--- config.mk ---
export PLATFORM = sky130hd
export DESIGN_NAME = instruction_fetch_memory
export DESIGN_NICKNAME = d
export VERILOG_FILES = /design/src/rtl/imem_pkg.sv /design/src/rtl/imem_rsp_fifo.sv /design/src/rtl/instruction_fetch_memory.sv
export SDC_FILE = /design/constraint.sdc
export NUM_CORES = 2
export LEC_CHECK = 0
export BUFFER_PORTS_ARGS = -buffer_cell sky130_fd_sc_hd__buf_2
export CAP_MARGIN = 20
export CORE_UTILIZATION = 30
export CTS_BUF_LIST = sky130_fd_sc_hd__clkbuf_2 sky130_fd_sc_hd__clkbuf_4 sky130_fd_sc_hd__clkbuf_8
export DETAILED_ROUTE_END_ITERATION = 8
export PLACE_DENSITY = 0.46
export SYNTH_ARGS = -nofsm -noshare
export SYNTH_HDL_FRONTEND = slang
export SYNTH_HIERARCHICAL = 1
export SYNTH_MEMORY_MAX_BITS = 65536
export SYNTH_SLANG_ARGS = --single-unit
--- constraint.sdc ---
create_clock -name Clk -period 3.6 [get_ports Clk]
set_clock_uncertainty 0.05 [all_clocks]
set_input_delay 0.72 -clock Clk [delete_from_list [all_inputs] [get_ports Clk]]
set_output_delay 0.72 -clock Clk [all_outputs]
set_load 0.005 [all_outputs]
--- src/rtl/imem_pkg.sv ---
// Shared definitions for the instruction fetch memory: the NOP word returned
// on faulting fetches, the response FIFO occupancy states and the helper that
// sizes the word index from the memory depth.
package imem_pkg;

  localparam logic [31:0] NOP_INSTRUCTION = 32'h0000_0000;

  typedef enum logic [1:0] {
    EMPTY = 2'd0,
    ONE   = 2'd1,
    FULL  = 2'd2
  } occState_t;

  function automatic int imemIndexWidth(input int depth);
    return $clog2(depth);
  endfunction

endpackage

--- src/rtl/imem_rsp_fifo.sv ---
// Two-entry response FIFO for the instruction fetch memory. An occupancy FSM
// (EMPTY/ONE/FULL) produces registered ready/valid flags, so the upstream
// ready never depends combinationally on the downstream ready.
module imem_rsp_fifo
  import imem_pkg::*;
#(
  parameter int WIDTH = 33
) (
  input  logic             i_clk,
  input  logic             i_rst_n,
  input  logic             i_push,
  input  logic [WIDTH-1:0] i_pushData,
  input  logic             i_popReady,
  output logic             o_pushReady,
  output logic             o_valid,
  output logic [WIDTH-1:0] o_headData
);

  occState_t        r_state;
  logic             r_pushReady;
  logic             r_valid;
  logic             r_rdPtr;
  logic             r_wrPtr;
  logic [WIDTH-1:0] r_entry [2];
  logic             w_push;
  logic             w_pop;

  assign w_push      = i_push && r_pushReady;
  assign w_pop       = r_valid && i_popReady;
  assign o_pushReady = r_pushReady;
  assign o_valid     = r_valid;
  assign o_headData  = r_valid ? r_entry[r_rdPtr] : '0;

  // Occupancy FSM with registered flags; ready stays low until the first edge after reset.
  always_ff @(posedge i_clk or negedge i_rst_n) begin
    if (!i_rst_n) begin
      r_state     <= EMPTY;
      r_pushReady <= 1'b0;
      r_valid     <= 1'b0;
      r_rdPtr     <= 1'b0;
      r_wrPtr     <= 1'b0;
    end else begin
      if (w_push) r_wrPtr <= ~r_wrPtr;
      if (w_pop)  r_rdPtr <= ~r_rdPtr;
      case (r_state)
        EMPTY: begin
          r_pushReady <= 1'b1;
          if (w_push) begin
            r_state <= ONE;
            r_valid <= 1'b1;
          end
        end
        ONE: begin
          if (w_push && !w_pop) begin
            r_state     <= FULL;
            r_pushReady <= 1'b0;
          end else if (!w_push && w_pop) begin
            r_state <= EMPTY;
            r_valid <= 1'b0;
          end
        end
        FULL: begin
          if (w_pop) begin
            r_state     <= ONE;
            r_pushReady <= 1'b1;
          end
        end
        default: begin
          r_state     <= EMPTY;
          r_pushReady <= 1'b1;
          r_valid     <= 1'b0;
        end
      endcase
    end
  end

  // Entry storage needs no reset; the head is masked by the valid flag.
  always_ff @(posedge i_clk) begin
    if (w_push) r_entry[r_wrPtr] <= i_pushData;
  end

endmodule

--- src/rtl/instruction_fetch_memory.sv ---
// Instruction fetch memory: word-addressed array with a program-load write
// port and a registered request/response fetch path through a 2-entry FIFO.
// Misaligned or out-of-range fetches return the NOP word with an error flag.
// Optional macro IMEM_PARITY_EN adds an even-parity bit per word and the
// RspParityErr output flagging a read parity mismatch.
module instruction_fetch_memory
  import imem_pkg::*;
#(
  parameter int DATA_WIDTH = 32,
  parameter int DEPTH      = 128,
  parameter int ADDR_WIDTH = 32
) (
  input  logic                  Clk,
  input  logic                  Rst,
  input  logic                  ReqValid,
  output logic                  ReqReady,
  input  logic [ADDR_WIDTH-1:0] ReqAddress,
  output logic                  RspValid,
  input  logic                  RspReady,
  output logic [DATA_WIDTH-1:0] RspInstruction,
  output logic                  RspError,
`ifdef IMEM_PARITY_EN
  output logic                  RspParityErr,
`endif
  input  logic                  LoadEn,
  input  logic [ADDR_WIDTH-1:0] LoadAddress,
  input  logic [DATA_WIDTH-1:0] LoadData
);

  localparam int IDX_W = imemIndexWidth(DEPTH);
`ifdef IMEM_PARITY_EN
  localparam int ENTRY_W = DATA_WIDTH + 2;
`else
  localparam int ENTRY_W = DATA_WIDTH + 1;
`endif

  logic [DATA_WIDTH-1:0] r_mem [DEPTH];
`ifdef IMEM_PARITY_EN
  logic                  r_parity [DEPTH];
  logic                  w_parityErr;
`endif
  logic [IDX_W-1:0]      w_reqIndex;
  logic [IDX_W-1:0]      w_loadIndex;
  logic                  w_reqError;
  logic                  w_loadOk;
  logic                  w_accept;
  logic [DATA_WIDTH-1:0] w_fetchData;
  logic [ENTRY_W-1:0]    w_pushEntry;
  logic [ENTRY_W-1:0]    w_headEntry;

  assign w_reqIndex  = ReqAddress[IDX_W+1:2];
  assign w_loadIndex = LoadAddress[IDX_W+1:2];
  assign w_reqError  = (ReqAddress[1:0] != 2'b00) || ((ReqAddress >> (IDX_W + 2)) != '0);
  assign w_loadOk    = LoadEn && (LoadAddress[1:0] == 2'b00) &&
                       ((LoadAddress >> (IDX_W + 2)) == '0);
  assign w_accept    = ReqValid && ReqReady;
  assign w_fetchData = w_reqError ? DATA_WIDTH'(NOP_INSTRUCTION) : r_mem[w_reqIndex];

`ifdef IMEM_PARITY_EN
  assign w_parityErr = !w_reqError && ((^r_mem[w_reqIndex]) != r_parity[w_reqIndex]);
  assign w_pushEntry = {w_parityErr, w_reqError, w_fetchData};
  assign RspParityErr = w_headEntry[DATA_WIDTH+1];
`else
  assign w_pushEntry = {w_reqError, w_fetchData};
`endif
  assign RspInstruction = w_headEntry[DATA_WIDTH-1:0];
  assign RspError       = w_headEntry[DATA_WIDTH];

  // Program-load port; the array is not reset and a same-edge fetch sees the old word.
  always_ff @(posedge Clk) begin
    if (w_loadOk) begin
      r_mem[w_loadIndex] <= LoadData;
`ifdef IMEM_PARITY_EN
      r_parity[w_loadIndex] <= ^LoadData;
`endif
    end
  end

  imem_rsp_fifo #(
    .WIDTH(ENTRY_W)
  ) u_rspFifo (
    .i_clk      (Clk),
    .i_rst_n    (Rst),
    .i_push     (w_accept),
    .i_pushData (w_pushEntry),
    .i_popReady (RspReady),
    .o_pushReady(ReqReady),
    .o_valid    (RspValid),
    .o_headData (w_headEntry)
  );

endmodule

# After elaboration in Yosys (flattened, before gate mapping)
# Memories as Yosys holds them, arrays and structs flattened.
# Index checks and enable logic that the tools add are counted.
[op_classes]
eq_ne = 8
muxes = 18
bitwise = 3
reduce_logical = 18
[ops]
columns = ["cell", "n"]
rows = [
  ["33-bit 2-to-1 mux", 1],
  ["32-bit logical NOT", 1],
  ["32-bit 2-to-1 mux", 1],
  ["32-bit nonzero test", 1],
  ["1-bit 2-to-1 mux", 9],
  ["2-bit 2-to-1 mux", 4],
  ["2-bit by 1-bit inequality test with 1-bit output (second input constant)", 4],
  ["1-bit logical AND", 7],
  ["2-bit one-hot mux with 3 select lines", 1],
  ["2-bit logical NOT", 2],
  ["4-bit AND reduction", 1],
  ["3-bit by 1-bit inequality test with 1-bit output (second input constant)", 1],
  ["1-bit NOT", 3],
  ["1-bit one-hot mux with 3 select lines", 1],
  ["3-bit AND reduction", 1],
  ["2-bit by 1-bit equality test with 1-bit output (second input constant)", 1],
  ["2-bit equality test (second input constant)", 1],
  ["1-bit logical NOT", 2],
  ["2-bit inequality test (second input constant)", 1],
  ["1-bit one-hot mux with 2 select lines", 1],
  ["2-bit AND reduction", 1],
  ["2-bit nonzero test", 1],
  ["1-bit logical OR", 1],
]
[word_totals]
regBits = 6
ramBits = 4162
wordCells = 54
n_memories = 2
[mem_list]
columns = ["memory", "depth", "word_bits", "rd", "rd_ports_with_merged_regs", "wr", "line_no", "source"]
rows = [
  ["r_mem", 128, 32, 1, 0, 1, "instruction_fetch_memory.sv:37", "logic [DATA_WIDTH-1:0] r_mem [DEPTH];"],
  ["u_rspFifo.r_entry", 2, 33, 1, 0, 1, "imem_rsp_fifo.sv:24", "logic [WIDTH-1:0] r_entry [2];"],
]

# Longest topological paths before layout
[depth]
depth_word = 7
mapped_depth = 10
ltp_nobuf = 6

# Hierarchy
# The synthesis kept the hierarchy.
[by_module_without_submodules]
columns = ["mod", "instances", "cells_each", "area_each_um2", "seq_area_each_um2"]
rows = [
  ["instruction_fetch_memory", 1, 6979, 155102.5, 122998.0],
  ["imem_rsp_fifo", 1, 169, 2897.8, 2132.0],
]

# Worst setup path after synthesis
# OpenSTA, ideal clock, no wires.
[synth_timing]
kind = "input to register"
from = "input port LoadAddress[1]"
to = "memory r_mem[127][0], enable pin"
setup_ns = 0.421
t_arrival_ns = 3.313
t_required_ns = 3.129
slack_ns = -0.184
path_stages = 6
path_buffers = 1
path_cell_list = "nor4b_1 > nand4_1 > nor3_1 > nand3_1 > clkbuf_1 > nor2_1"
[synth_via]
elab_chain_cells = 5
[synth_rtl]
columns = ["item", "line_no", "source"]
rows = [
  ["start: declaration", "instruction_fetch_memory.sv:26", "input logic [ADDR_WIDTH-1:0] LoadAddress,"],
  ["2-bit logical NOT", "instruction_fetch_memory.sv:54", "assign w_loadOk = LoadEn && (LoadAddress[1:0] == 2'b00) &&"],
  ["1-bit logical AND (2 in series)", "instruction_fetch_memory.sv:54", ""],
  ["1-bit 2-to-1 mux", "instruction_fetch_memory.sv:71", "if (w_loadOk) begin"],
  ["1-bit 2-to-1 mux (not written as such)", "instruction_fetch_memory.sv:72", "r_mem[w_loadIndex] <= LoadData;"],
  ["end: declaration", "instruction_fetch_memory.sv:37", ""],
]
# Every way passes these cells.

# Worst setup path in the final report
[layout_timing]
from = "register u_rspFifo.r_rdPtr"
to = "output port RspInstruction[31]"
[layout_via]
elab_chain_cells = 2
[layout_rtl]
columns = ["item", "line_no", "source"]
rows = [
  ["start: declaration", "imem_rsp_fifo.sv:22", "logic r_rdPtr;"],
  ["start signal: assignment", "imem_rsp_fifo.sv:44", "if (w_pop) r_rdPtr <= ~r_rdPtr;"],
  ["memory 2 x 33 bit", "-", ""],
  ["33-bit 2-to-1 mux", "imem_rsp_fifo.sv:32", "assign o_headData = r_valid ? r_entry[r_rdPtr] : '0;"],
  ["end: declaration", "instruction_fetch_memory.sv:20", "output logic [DATA_WIDTH-1:0] RspInstruction,"],
]
# Every way passes these cells.

==> summary.txt <==
Final layout
  • Nets: 8744
  • Share of layout cells above drive strength 1: 34.85%
  • Reg area: 125100 sq um
  • Multi-input logic area: 32290 sq um
  • Layout area overhead: 22.16%
  • FILL cells: 48370

Clock network
  • Worst-skew pair later-pin latency: 1.24 ns
  • CTS tree: built
  • Bufs on Longest Clock Path: 4
  • Clk slew on worst S/H paths: 0.06 ns
  • CTS buffer count: 706
  • H-tree levels: 6
  • CTS Sinks: 4168
  • CTS Root Cell: clkbuf_8

Power and ir drop
  • Total power: 102.1 mW
  • Power per standard cell area: 528.9 nW/um^2
  • Leakage power: 61.52 nW
  • Worst ir drop on vdd: 0.3298 mV

Job
  • Max_cap viols: 0

Routing
  • Metal2 WL: 241300 um
  • Uppermost layer routed: met5
  • Routed wl met3: 40080 um
  • Drc violations: 0
  • 1st-iter DRT viols: 9441
  • Post-Route WL: 514100 um
  • Routed WL per cell: 31.76 um
  • Vias per cell: 5.085
  • Detail Route Antenna Nets: 0
  • Vias: 82310
  • Wire length on met1: 221900 um
  • First-pass iteration count of the detailed router: 5

Worst hold path
  • Worst min-delay path class: input pin to register

Synthesis
  • Synth async-reset ratio: 0.1440%
  • Ys flop type: edfxtp_1
  • Syn Area/Cell: 22.10 sq um
  • Synth unique cells: 47
  • Post-synthesis xor/xnor area fraction: 0.01109%
  • Synthesized Nets: 7251
  • Synthesized flop and latch total: 4168
  • Seq/Total Area, Yosys: 79.20%
  • Post-synth EDFFs: 4162
  • Simple-gate share of the synthesized area: 1.931%
  • Mux cell area share after synthesis: 14.44%
  • Yosys warning count: 6
  • Adder-cell share of the synthesized area: 0.01584%
  • Compound-gate portion of the synthesized area: 3.100%
  • Gate Count Post-Synth: 7148
  • Main combinational cell family by area after synthesis: multiplexers
  • Post-Syn Area: 158000 sq um

STA
  • Final Hold Viols: 0
  • Final Max Slew Viols: 0
  • Setup ws final: -0.1353 ns
  • FMAX: 267.7 MHz
  • Worst slew pin tran: 1.219 ns
  • Worst slew margin: 18.77%
  • Period utilization: 103.8%
  • RSZ-0062 raised after global routing: yes
  • # setup viols final: 16
  • Final min period: 3.735 ns

Global route
  • Largest net degree at the start of global routing: 129
  • Gr ovfl total: 0
  • First-pass GRT wire length: 699400 um
  • Total track usage: 18.93%
  • Initial antenna violation count: 63
  • Vias in the first global route: 84220

Floorplan
  • Starting Density: 30.12%
  • Core footprint: 524500 sq um
  • Top Ports: 136
  • Die width: 727.7 um
  • Die ar.: 529600 sq um
  • Rows: 266
  • Die Y: 727.7 um

Critical path
  • CP Data Required Time: 2.83 ns
  • CP Capture Type: output port
  • Worst-path fanout max: 8
  • Critical path arrival: 2.97 ns
  • Critical path launch point type: register
  • Critical path type: register to output port

Place
  • IO buf count: 135
  • GP Congestion: 0.7871
  • Place WS: -1.139 ns
  • Post-DP HPWL: 323600 um

Run status
  • Status: finished with violations
  • Violated checks: negative setup slack
==> per-stage QoR <==
step                utilization, %  hold slack [ns]  TNS, ns  std cells  cell area (sq um)
floorplan                        -           0.3744  -373.89       7148             158000
global placement             34.07           0.4443   -26.01      14860             178700
detailed placement           34.07           0.4839   -24.78      14860             178700
CTS                          36.75          0.05671   -4.656      16140             192800
global route                 36.78          0.07554   -2.462      16140             192900
finish                       36.80           0.1921  -0.7272      16190             193000
==> cell families (layout without fill, tap and decap cells) <==
| kind of cell | Yosys count | in the layout |
|---|---|---|
| XOR/XNOR | 2 | 2 |
| AO/OA/AOI/OAI | 679 | 679 |
| multiplexers | 1290 | 1290 |
| adder cells (fa/ha/maj) | 2 | 2 |
| other | 0 | 47 |
| flip-flops | 4168 | 4168 |
| AND/OR/NAND/NOR | 605 | 605 |
| buffers and inverters | 402 | 2424 |
==> synthesized netlist by cell type, drive strengths merged (5+ instances only) <==
master	number	area share, %
dfrtp	6	0.095
and2	7	0.028
a21oi	64	0.20
a221oi	31	0.17
buf	261	0.97
nand4	132	0.52
nor4	13	0.059
a22oi	548	2.6
edfxtp	4162	79
nor2b	46	0.18
nor2	210	0.51
clkbuf	136	0.33
mux4	791	11
inv	5	0.012
mux2i	499	3.2
nand2	59	0.14
nand3	109	0.35
o21ai	32	0.10
nor3	11	0.048
==> power by group <==
part	leakage [nW]	internal (mW)	switching, mW
Combinational	17.0	2.64	4.63
Sequential	37.5	53.7	0.205
Clock	7.04	21.8	19.2
==> layout by cell type (no fill, tap or decap), drive strengths merged, types with 32 or more instances in the layout <==
cell and n:
a21oi 64, buf 1148, nand2 59, o21ai 32
nor2 210, clkbuf 952, a22oi 548, mux4 791
diode 47, dlygate4sd3 34, clkinv 234, edfxtp 4162
nand4 132, mux2i 499, nand3 109, nor2b 46
==> critical path, cell delays in order (launching register included) <==
cell and delay [ns]:
dfrtp_4 0.68, buf_12 0.26, mux2i_4 0.46, nor2b_1 0.10, buf_2 0.15
==> layer usage <==
layer / up-vias / track usage (%)
li1: 33620 / -
met1: 44660 / 26.67
met2: 3370 / 30.30
met3: 652 / 3.855
met4: 10 / 4.230
met5: - / 0
==> state kept, by name (all words and copies together) (netlist names) <==
name,cells
r_mem,4096
u_rspFifo/r_entry,66
u_rspFifo/r_state,2
u_rspFifo/o_pushReady,1
u_rspFifo/o_valid,1
u_rspFifo/r_rdPtr,1
u_rspFifo/r_wrPtr,1
==> final timing paths <==
path	depth (start not counted)	from	end	slack, ns
max	4	u_rspFifo/r_rdPtr$_DFFE_PN0P_	RspInstruction[31]	-0.14
min	1	LoadData[23]	r_mem[68][23]$_DFFE_PP_	0.19
max reg2reg	6	r_mem[95][15]$_DFFE_PP_	u_rspFifo/r_entry[1][15]$_DFFE_PP_	0.27
min reg2reg	1	u_rspFifo/r_wrPtr$_DFFE_PN0N_	u_rspFifo/r_wrPtr$_DFFE_PN0N_	0.49
max in group asynchronous	3	Rst	u_rspFifo/r_rdPtr$_DFFE_PN0P_	2.84
min in group asynchronous	3	Rst	u_rspFifo/o_pushReady$_DFFE_PN0P_	0.39
==> area by class of cell <==
type	instances	share of cell area (%)
Timing Repair Buffer	1182	6.946
Antenna cell	47	0.06093
Sequential cell	4168	64.83
Inverter	5	0.009724
Clock buffer	952	6.027
Tap cell	6968	4.517
Clock inverter	285	0.8822
Multi-Input combinational cell	2578	16.73
==> timing repair <==
action,CTS,global route
endpoints found under the hold margin,789,32
gates resized for setup,72,17
hold buffers,33,1
gates cloned,1,0
setup buffers,3,2
endpoints found under the setup margin,33,29
(Power assumes the default switching activity.)
